**src/rtl/logo_scroll_if.sv**
```systemverilog
// logo_scroll_if: control/scan inputs and offset outputs of the logo scroller.
//   enable, restart : animation control from the system
//   x, y            : scan column/row from the VGA timing block
//   delt            : logo horizontal offset to the letter painters
//   dir_left        : 1 while heading (or paused heading) left
//   frame_tick      : one-cycle pulse per frame
interface logo_scroll_if;
    logic        enable;
    logic        restart;
    logic [10:0] x;
    logic [10:0] y;
    logic [10:0] delt;
    logic        dir_left;
    logic        frame_tick;
    modport master (output enable, restart, x, y, input delt, dir_left, frame_tick);
    modport slave  (input enable, restart, x, y, output delt, dir_left, frame_tick);
endinterface

```
**src/rtl/logo_scroll_ctrl.sv**
```systemverilog
// logo_scroll_ctrl: animates the logo offset back and forth, one update per frame.
//   clk_i  : system clock (may run faster than the pixel clock)
//   rst_ni : asynchronous reset, active low
//   bus    : slave side of logo_scroll_if (enable, restart, x, y in; delt, dir_left, frame_tick out)
module logo_scroll_ctrl #(
    parameter int unsigned V_VISIBLE       = 600,
    parameter int unsigned STEP            = 2,
    parameter int unsigned FRAMES_PER_STEP = 1,
    parameter int unsigned DELT_MAX        = 200,
    parameter int unsigned PAUSE_FRAMES    = 60
) (
    input logic         clk_i,
    input logic         rst_ni,
    logo_scroll_if.slave bus
);
    localparam logic [10:0] V11    = 11'(V_VISIBLE);
    localparam logic [10:0] DMAX   = 11'(DELT_MAX);
    localparam logic [11:0] STEP12 = 12'(STEP);
    localparam logic [15:0] FLAST  = 16'(FRAMES_PER_STEP - 1);
    localparam logic [15:0] PLAST  = 16'(PAUSE_FRAMES - 1);

    typedef enum logic [2:0] {IDLE, RIGHT, PAUSE_R, LEFT, PAUSE_L} state_t;

    state_t      state_q, state_d;
    logic [10:0] delt_q, delt_d;
    logic        dir_q, dir_d;
    logic [15:0] fcnt_q, fcnt_d;
    logic [15:0] pcnt_q, pcnt_d;
    logic        match, match_q, tick_q;
    logic [11:0] sum, dif;
    logic [10:0] up, dn;

    assign match = (bus.x == 11'd0) && (bus.y == V11);
    // 12-bit arithmetic so neither direction can wrap before clamping
    assign sum   = {1'b0, delt_q} + STEP12;
    assign dif   = {1'b0, delt_q} - STEP12;
    assign up    = (sum > {1'b0, DMAX}) ? DMAX : sum[10:0];
    assign dn    = dif[11] ? 11'd0 : dif[10:0];

    always_comb begin
        state_d = state_q;
        delt_d  = delt_q;
        dir_d   = dir_q;
        fcnt_d  = fcnt_q;
        pcnt_d  = pcnt_q;
        if (bus.restart) begin
            state_d = bus.enable ? RIGHT : IDLE;
            delt_d  = '0;
            dir_d   = 1'b0;
            fcnt_d  = '0;
            pcnt_d  = '0;
        end else if (state_q == IDLE) begin
            state_d = bus.enable ? (dir_q ? LEFT : RIGHT) : IDLE;
        end else if (!bus.enable) begin
            state_d = IDLE;
        end else if (tick_q) begin
            if (state_q == RIGHT || state_q == LEFT) begin
                if (fcnt_q == FLAST) begin
                    fcnt_d = '0;
                    delt_d = (state_q == LEFT) ? dn : up;
                    if ((state_q == RIGHT && up == DMAX) || (state_q == LEFT && dn == 11'd0)) begin
                        state_d = (state_q == RIGHT) ? PAUSE_R : PAUSE_L;
                        pcnt_d  = '0;
                    end
                end else begin
                    fcnt_d = fcnt_q + 16'd1;
                end
            end else if (pcnt_q == PLAST) begin
                state_d = (state_q == PAUSE_R) ? LEFT : RIGHT;
                dir_d   = (state_q == PAUSE_R);
            end else begin
                pcnt_d = pcnt_q + 16'd1;
            end
        end
    end

    always_ff @(posedge clk_i or negedge rst_ni) begin
        if (!rst_ni) begin
            state_q <= IDLE;
            delt_q  <= '0;
            dir_q   <= 1'b0;
            fcnt_q  <= '0;
            pcnt_q  <= '0;
            match_q <= 1'b0;
            tick_q  <= 1'b0;
        end else begin
            state_q <= state_d;
            delt_q  <= delt_d;
            dir_q   <= dir_d;
            fcnt_q  <= fcnt_d;
            pcnt_q  <= pcnt_d;
            match_q <= match;
            // rising edge of the match gives one tick per frame however long x,y dwell
            tick_q  <= match & ~match_q;
        end
    end

    assign bus.delt       = delt_q;
    assign bus.dir_left   = dir_q;
    assign bus.frame_tick = tick_q;
endmodule

```
**src/flat_wrapper.sv**
```systemverilog
// flat-port wrapper written by rule: the top's interface ports become plain ports
module logo_scroll_ctrl_flat 
#(
    parameter int unsigned V_VISIBLE       = 600,
    parameter int unsigned STEP            = 2,
    parameter int unsigned FRAMES_PER_STEP = 1,
    parameter int unsigned DELT_MAX        = 200,
    parameter int unsigned PAUSE_FRAMES    = 60
)
  (clk_i, rst_ni, bus_enable, bus_restart, bus_x, bus_y, bus_delt, bus_dir_left, bus_frame_tick);
  logo_scroll_if bus_i ();
  input logic clk_i;
  input logic rst_ni;
  input wire logic [$bits(bus_i.enable)-1:0] bus_enable;
  input wire logic [$bits(bus_i.restart)-1:0] bus_restart;
  input wire logic [$bits(bus_i.x)-1:0] bus_x;
  input wire logic [$bits(bus_i.y)-1:0] bus_y;
  output wire logic [$bits(bus_i.delt)-1:0] bus_delt;
  output wire logic [$bits(bus_i.dir_left)-1:0] bus_dir_left;
  output wire logic [$bits(bus_i.frame_tick)-1:0] bus_frame_tick;
  assign bus_i.enable = bus_enable;
  assign bus_i.restart = bus_restart;
  assign bus_i.x = bus_x;
  assign bus_i.y = bus_y;
  assign bus_delt = bus_i.delt;
  assign bus_dir_left = bus_i.dir_left;
  assign bus_frame_tick = bus_i.frame_tick;
  logo_scroll_ctrl #(.V_VISIBLE(V_VISIBLE), .STEP(STEP), .FRAMES_PER_STEP(FRAMES_PER_STEP), .DELT_MAX(DELT_MAX), .PAUSE_FRAMES(PAUSE_FRAMES)) u_core (.clk_i(clk_i), .rst_ni(rst_ni), .bus(bus_i));
endmodule
```
**config.mk**
```make
export PLATFORM = sky130hd
export DESIGN_NAME = logo_scroll_ctrl_flat
export DESIGN_NICKNAME = d
export VERILOG_FILES = /design/src/rtl/logo_scroll_if.sv /design/src/rtl/logo_scroll_ctrl.sv /design/src/flat_wrapper.sv
export SDC_FILE = /design/constraint.sdc
export NUM_CORES = 1
export LEC_CHECK = 0
export BUFFER_PORTS_ARGS = -buffer_cell sky130_fd_sc_hd__buf_4
export CELL_PAD_IN_SITES_DETAIL_PLACEMENT = 2
export CELL_PAD_IN_SITES_GLOBAL_PLACEMENT = 2
export CORE_AREA = 2 2 99 101
export CTS_CLUSTER_DIAMETER = 50
export DETAILED_ROUTE_END_ITERATION = 16
export DIE_AREA = 0 0 101 103
export PLACE_DENSITY = 0.85
export RECOVER_POWER = 50
export REMOVE_ABC_BUFFERS = 1
export SLEW_MARGIN = 20
export SYNTH_ARGS = -nofsm -noshare
export SYNTH_HDL_FRONTEND = slang
export SYNTH_SLANG_ARGS = --single-unit
```
**constraint.sdc**
```tcl
create_clock -name clk_i -period 3.8 [get_ports clk_i]
set_input_delay 0 -clock clk_i [delete_from_list [all_inputs] [get_ports clk_i]]
set_output_delay 0 -clock clk_i [all_outputs]
set_load 0.02 [all_outputs]
```
== Word level (Yosys, flattened, before mapping) ==
Index checks and enable logic that the tools add are counted.
Storage, ports and cells
  flip-flop bits (word level): 49
  latch bits: 0
  memory bits (writable): 0
  bits in read-only memories: 0
  bits of input ports: 26
  output and inout bits: 13
  word-level logic and storage cells: 90
  memories kept: 0
Operators by class
  $add $sub $neg: 4
  multiply operators: 0
  div/mod/pow operators: 0
  order comparisons: 1
  equality and inequality tests: 15
  shift-type cells: 0
  mux-type cells: 42
  bitwise logic cells: 2
  reductions and logical operators: 19
Operators by type and width (number)
  two-way mux 16 bit: 14
  two-way mux 11 bit: 9
  adder 16 x 1 -> 16 bit, second input constant: 2
  two-way mux 3 bit: 10
  zero test 11 bit: 2
  equality test 16 x 6 -> 1 bit, second input constant: 1
  zero test 16 bit: 1
  adder 11 x 2 -> 12 bit, second input constant: 1
  greater-than comparator 12 x 8 -> 1 bit, second input constant: 1
  subtractor 11 x 2 -> 12 bit, second input constant: 1
  equality test 11 x 10 -> 1 bit, second input constant: 1
  equality test 11 x 8 -> 1 bit, second input constant: 1
  != test 5 x 4 -> 1 bit, second input constant: 2
  AND reduction 5 bit: 2
  nonzero test 2 bit: 5
  AND reduction 4 bit: 2
  two-way mux 1 bit: 7
  equality test 3 x 2 -> 1 bit, second input constant: 2
  != test 3 bit, second input constant: 2
  AND reduction 6 bit: 1
  != test 5 x 1 -> 1 bit, second input constant: 1
  two-way mux 2 bit: 2
  != test 2 bit, second input constant: 2
  != test 4 x 1 -> 1 bit, second input constant: 1
  7 further kinds: 10

== Logic depth before layout (Yosys ltp) ==
  depth in word-level cells: 13
  depth in mapped cells: 11
  mapped depth without buffers: 10

== Worst setup path after synthesis ==
No wires, ideal clock.
  kind: reg-to-reg
  start point: register u_core.delt_q[1], in the netlist u_core.bus.delt[1]
  end point: register u_core.pcnt_q[14]
  library setup time: 0.078 ns
  data arrival time: 2.761 ns
  data required time: 3.722 ns
  setup slack: 0.961 ns
  stages on the path, launching flop included: 11
  path buffers: 0
  period minus slack after synthesis: 2.839 ns
  cells stage by stage: dfrtp_1 > inv_1 > ha_1 > nor4bb_1 > nand2_1 > o211ai_1 > and4b_1 > a32oi_2 > a21o_2 > or4_1 > a21oi_1
On the way
  longest elaborated chain between the ends: 8
  elaborated cells on any way between the ends: 12
  those cells by class: 2 x add/sub; 1 x order compare; 2 x eq/ne; 2 x mux; 5 x reduce/logical
RTL lines
  from (decl): RTL line logo_scroll_ctrl.sv:25  | logic [10:0] delt_q, delt_d;
  from (signal assigned): RTL line logo_scroll_ctrl.sv:88  | delt_q <= delt_d;
  adder 11 x 2 -> 12 bit: RTL line logo_scroll_ctrl.sv:35  | assign sum = {1'b0, delt_q} + STEP12;
  greater-than comparator 12 x 8 -> 1 bit: RTL line logo_scroll_ctrl.sv:37  | assign up = (sum > {1'b0, DMAX}) ? DMAX : sum[10:0];
  two-way mux 11 bit: RTL line logo_scroll_ctrl.sv:37
  equality test 11 x 8 -> 1 bit: RTL line logo_scroll_ctrl.sv:61  | if ((state_q == RIGHT && up == DMAX) || (state_q == LEFT && dn == 11'd0)) begin
  logical AND 1 bit: RTL line logo_scroll_ctrl.sv:61
  logical OR 1 bit *: RTL line logo_scroll_ctrl.sv:61
  != test 3 bit (no source line) *
  AND reduction 6 bit (no source line) *
  to (signal assigned): RTL line logo_scroll_ctrl.sv:91  | pcnt_q <= pcnt_d;
  to (decl): RTL line logo_scroll_ctrl.sv:28  | logic [15:0] pcnt_q, pcnt_d;
Every way passes the cells marked *; elsewhere a longest branch is shown, timed or not.
A chain may end at the register's enable or synchronous reset.

== Worst setup path after layout ==
Same ends and word-level chain as after synthesis.

==> impl_metrics.sql <==
INSERT INTO impl_metrics (metric_group, metric, value, unit) VALUES
('floorplanning', 'die-width', '101', 'um'),
('timing', 'post-route-min-period', '3290', 'ps'),
('timing', 'post_route_setup_slack', '509', 'ps'),
('logic_synthesis', 'synth_warnings', '0', ''),
('worst_setup_path', 'cp_startpoint', 'u_core.bus.delt[1]', ''),
('cells_and_area', 'finish.instance_area', '3670', 'um2'),
('cells_and_area', 'final_net_count', '437', ''),
('cells_and_area', 'post-route-util', '0.388', ''),
('logic_synthesis', 'synth_enable_flop_cells', '0', ''),
('logic_synthesis', 'syn_area', '3170', 'um2'),
('placement', 'dp.final_hpwl', '7300', 'um'),
('worst_setup_path', 'start_kind', 'flop', ''),
('cells_and_area', 'antenna_cells_inserted', '0', ''),
('global_route', 'grtUsageTotal', '0.206', ''),
('cells_and_area', 'fill_cells', '1072', ''),
('placement', 'place_area', '3550', 'um2'),
('worst_setup_path', 'worst-endpoint-required', '4050', 'ps'),
('cells_and_area', 'mostFrequentLayoutCells', 'sky130_fd_sc_hd__dfrtp_1 (49), sky130_fd_sc_hd__nor2_1 (37), sky130_fd_sc_hd__buf_4 (34), sky130_fd_sc_hd__o21ai_0 (29), sky130_fd_sc_hd__nand2_1 (28)', ''),
('worst_setup_path', 'r2r_start', 'u_core.bus.delt[1]', ''),
('timing', 'fin_worst_skew', '12.8', 'ps'),
('timing', 'layout_worst_path_cycle_share', '0.866', ''),
('timing', 'timing.setup.tns', '0', 'ps'),
('routing', 'finalWirelength', '10200', 'um'),
('clocking', 'path_clk_slew', '100', 'ps'),
('clocking', 'clkLatencyLatePin', '320', 'ps'),
('run_status', 'violations', 'capacitance limit, slew limit', ''),
('logic_synthesis', 'synth_area_leader_cell', 'sky130_fd_sc_hd__dfrtp_1', ''),
('logic_synthesis', 'dominantRegCellSynth', 'sky130_fd_sc_hd__dfrtp_1', ''),
('global_route', 'first_global_vias', '3343', ''),
('global_route', 'initial_antenna_violation_count', '0', ''),
('timing', 'unrepaired_setup_endpoints_after_global_routing', 'no', ''),
('logic_synthesis', 'leading_post_synthesis_cells_by_cell_area', 'sky130_fd_sc_hd__dfrtp_1 (39%), sky130_fd_sc_hd__o21ai_0 (4.6%), sky130_fd_sc_hd__nor2_1 (4.4%)', ''),
('pwr', 'vdd.ir_drop.worst', '218', 'uV'),
('run', 'drv.max_cap_violation_count', '1', ''),
('pwr', 'power.static_leakage', '0.00153', 'uW'),
('floorplanning', 'floorplan.rows', '36', ''),
('timing', 'timing.fmax', '304', 'MHz'),
('worst_hold_path', 'hold_class', 'in2reg', ''),
('placement', 'finalWeightedCongestion', '0.846', ''),
('cells_and_area', 'sequential_cell_area_in_the_final_layout', '1230', 'um2'),
('timing', 'finalSetupViolations', '0', ''),
('timing', 'timing_hold_violations_final', '0', ''),
('worst_setup_path', 'worstSetupPathType', 'reg2reg', ''),
('floorplanning', 'design.portCount', '39', ''),
('global_route', 'grt_max_degree', '50', ''),
('clocking', 'cts_resized', '0', ''),
('logic_synthesis', 'netlist-cell-type-count', '58', ''),
('routing', 'wl_per_cell', '19.6', 'um'),
('worst_hold_path', 'timing.hold.worst.start', 'bus_restart', ''),
('timing', 'worst_slew_margin_rel', '-0.830', ''),
('placement', 'preCtsSetupSlack', '563', 'ps'),
('floorplanning', 'die_height', '103', 'um'),
('routing', 'routed_via_density', '5.93', ''),
('clocking', 'tritoncts', 'built', ''),
('logic_synthesis', 'synthesis.instances', '372', ''),
('timing', 'finalMaxSlewViolations', '50', ''),
('logic_synthesis', 'synth_largest_type_area_fraction', '0.386', ''),
('worst_setup_path', 'crit_path_max_fanout', '19', ''),
('worst_setup_path', 'data_arrival_critical_path', '3540', 'ps'),
('clocking', 'clock_sinks', '49', ''),
('run_status', 'run_status', 'finished, violations left', ''),
('floorplanning', 'design.die.area', '10400', 'um2'),
('cells_and_area', 'synthToLayoutAreaGrowth', '15.7', '%'),
('logic_synthesis', 'sequential_cell_area_fraction_in_the_yosys_report', '0.386', ''),
('cells_and_area', 'multi_input_comb_area', '1840', 'um2'),
('timing', 'tightestPinTransition', '2740', 'ps'),
('clocking', 'cts_made_buffers', '5', ''),
('pwr', 'power', '1430', 'uW'),
('global_route', 'grt_first_pass_wirelength', '16900', 'um'),
('global_route', 'grt-ovfl-total', '0', ''),
('routing', 'dr.pass1.iters', '6', '');
area by class of cell:
type | instances | share of cell area
well taps | 114 | 0.0388
inverters | 9 | 0.00920
multi-input cells | 296 | 0.500
clock inverters | 3 | 0.0119
flip-flops and latches | 49 | 0.334
repair buffers | 45 | 0.0876
clock buffers | 5 | 0.0187
cell usage after synthesis, types with 2 or more instances:
library cell,count
sky130_fd_sc_hd__ha_1,5
sky130_fd_sc_hd__nand2b_1,5
sky130_fd_sc_hd__xnor2_1,12
sky130_fd_sc_hd__nand3_1,19
sky130_fd_sc_hd__xor2_1,12
sky130_fd_sc_hd__a31oi_1,5
sky130_fd_sc_hd__a32oi_1,2
sky130_fd_sc_hd__inv_1,9
sky130_fd_sc_hd__nor3b_1,2
sky130_fd_sc_hd__o211ai_1,4
sky130_fd_sc_hd__nor2b_1,3
sky130_fd_sc_hd__a21oi_1,18
sky130_fd_sc_hd__a21boi_0,2
sky130_fd_sc_hd__mux2i_1,2
sky130_fd_sc_hd__or4_1,5
sky130_fd_sc_hd__o21bai_1,2
sky130_fd_sc_hd__and4_1,4
sky130_fd_sc_hd__nand2_1,28
sky130_fd_sc_hd__nor2_1,37
sky130_fd_sc_hd__a211oi_1,3
sky130_fd_sc_hd__dfrtp_1,49
sky130_fd_sc_hd__nor4bb_1,3
sky130_fd_sc_hd__or3_1,8
sky130_fd_sc_hd__nor4_1,12
sky130_fd_sc_hd__buf_2,3
sky130_fd_sc_hd__and2_1,6
sky130_fd_sc_hd__clkbuf_1,13
sky130_fd_sc_hd__o221ai_1,3
sky130_fd_sc_hd__o31ai_1,8
sky130_fd_sc_hd__and3_1,14
sky130_fd_sc_hd__o21ai_0,29
sky130_fd_sc_hd__nand4_1,10
sky130_fd_sc_hd__and4b_1,2
sky130_fd_sc_hd__nor3_1,9
per-stage QoR:
| stage | hold WS, ps | instances |
|---|---|---|
| 2_1_floorplan | -296 | 354 |
| 3_5_place_dp | 76.3 | 509 |
| 3_3_place_gp | 74.4 | 509 |
| 5_1_grt | 63.2 | 521 |
| 4_1_cts | 35.3 | 521 |
| 6_report | 41.5 | 521 |
repair_timing:
action,4_1_cts,5_1_grt
endpoints found under the hold margin,52,0
hold buffers,4,0
buffers inserted,0,0
registers in the layout, summed over array words and instances, names as in the netlist:
register               cells
u_core.state_q             3
u_core.fcnt_q             16
u_core.pcnt_q             16
u_core.bus.frame_tick      1
u_core.bus.dir_left        1
u_core.bus.delt           11
u_core.match_q             1
layer usage:
layer | routed length [um] | track usage | vias to the layer above
met5 | 0 | 0 | -
met4 | 95 | 0.0478 | 0
met3 | 329 | 0.0305 | 10
met2 | 5330 | 0.377 | 61
met1 | 4460 | 0.257 | 1578
li1 | - | - | 1442
path summary, 6_finish.rpt:
kind | endpoint | depth (start not counted) | slack [ps]
min in group asynchronous | u_core.pcnt_q[8] | 2 | 1090
max in group asynchronous | u_core.bus.delt[6] | 2 | 1150
hold reg to reg | u_core.bus.frame_tick | 1 | 410
setup reg to reg | u_core.pcnt_q[14] | 10 | 510
setup / recovery | u_core.pcnt_q[14] | 10 | 510
hold / removal | u_core.bus.dir_left | 2 | 40
report_power, final:
group          switching, uW  internal [uW]
Sequential              63.0            543
Combinational            257            167
Clock                    199            198
Total                    518            907
cell families (layout without fill, tap and decap cells):
family | after synthesis | count (layout) | synth area share
flops | 49 | 49 | 0.386
buf+inv | 27 | 62 | 0.0355
mux | 3 | 3 | 0.00985
xor+xnor | 24 | 24 | 0.0662
simple gates | 173 | 173 | 0.298
fa+ha+maj | 5 | 5 | 0.0197
compound gates | 91 | 91 | 0.185
worst max-delay path, stage by stage, from the launching register on:
cell and delay (ps):
sky130_fd_sc_hd__dfrtp_1 460, sky130_fd_sc_hd__inv_1 120, sky130_fd_sc_hd__ha_1 340, sky130_fd_sc_hd__nor4bb_1 490, sky130_fd_sc_hd__nand2_1 140, sky130_fd_sc_hd__o211ai_1 170, sky130_fd_sc_hd__and4b_1 220, sky130_fd_sc_hd__a32oi_2 200
sky130_fd_sc_hd__a21o_2 390, sky130_fd_sc_hd__or4_1 530, sky130_fd_sc_hd__a21oi_1 160
Note: power is estimated with default switching activity, not from simulation.
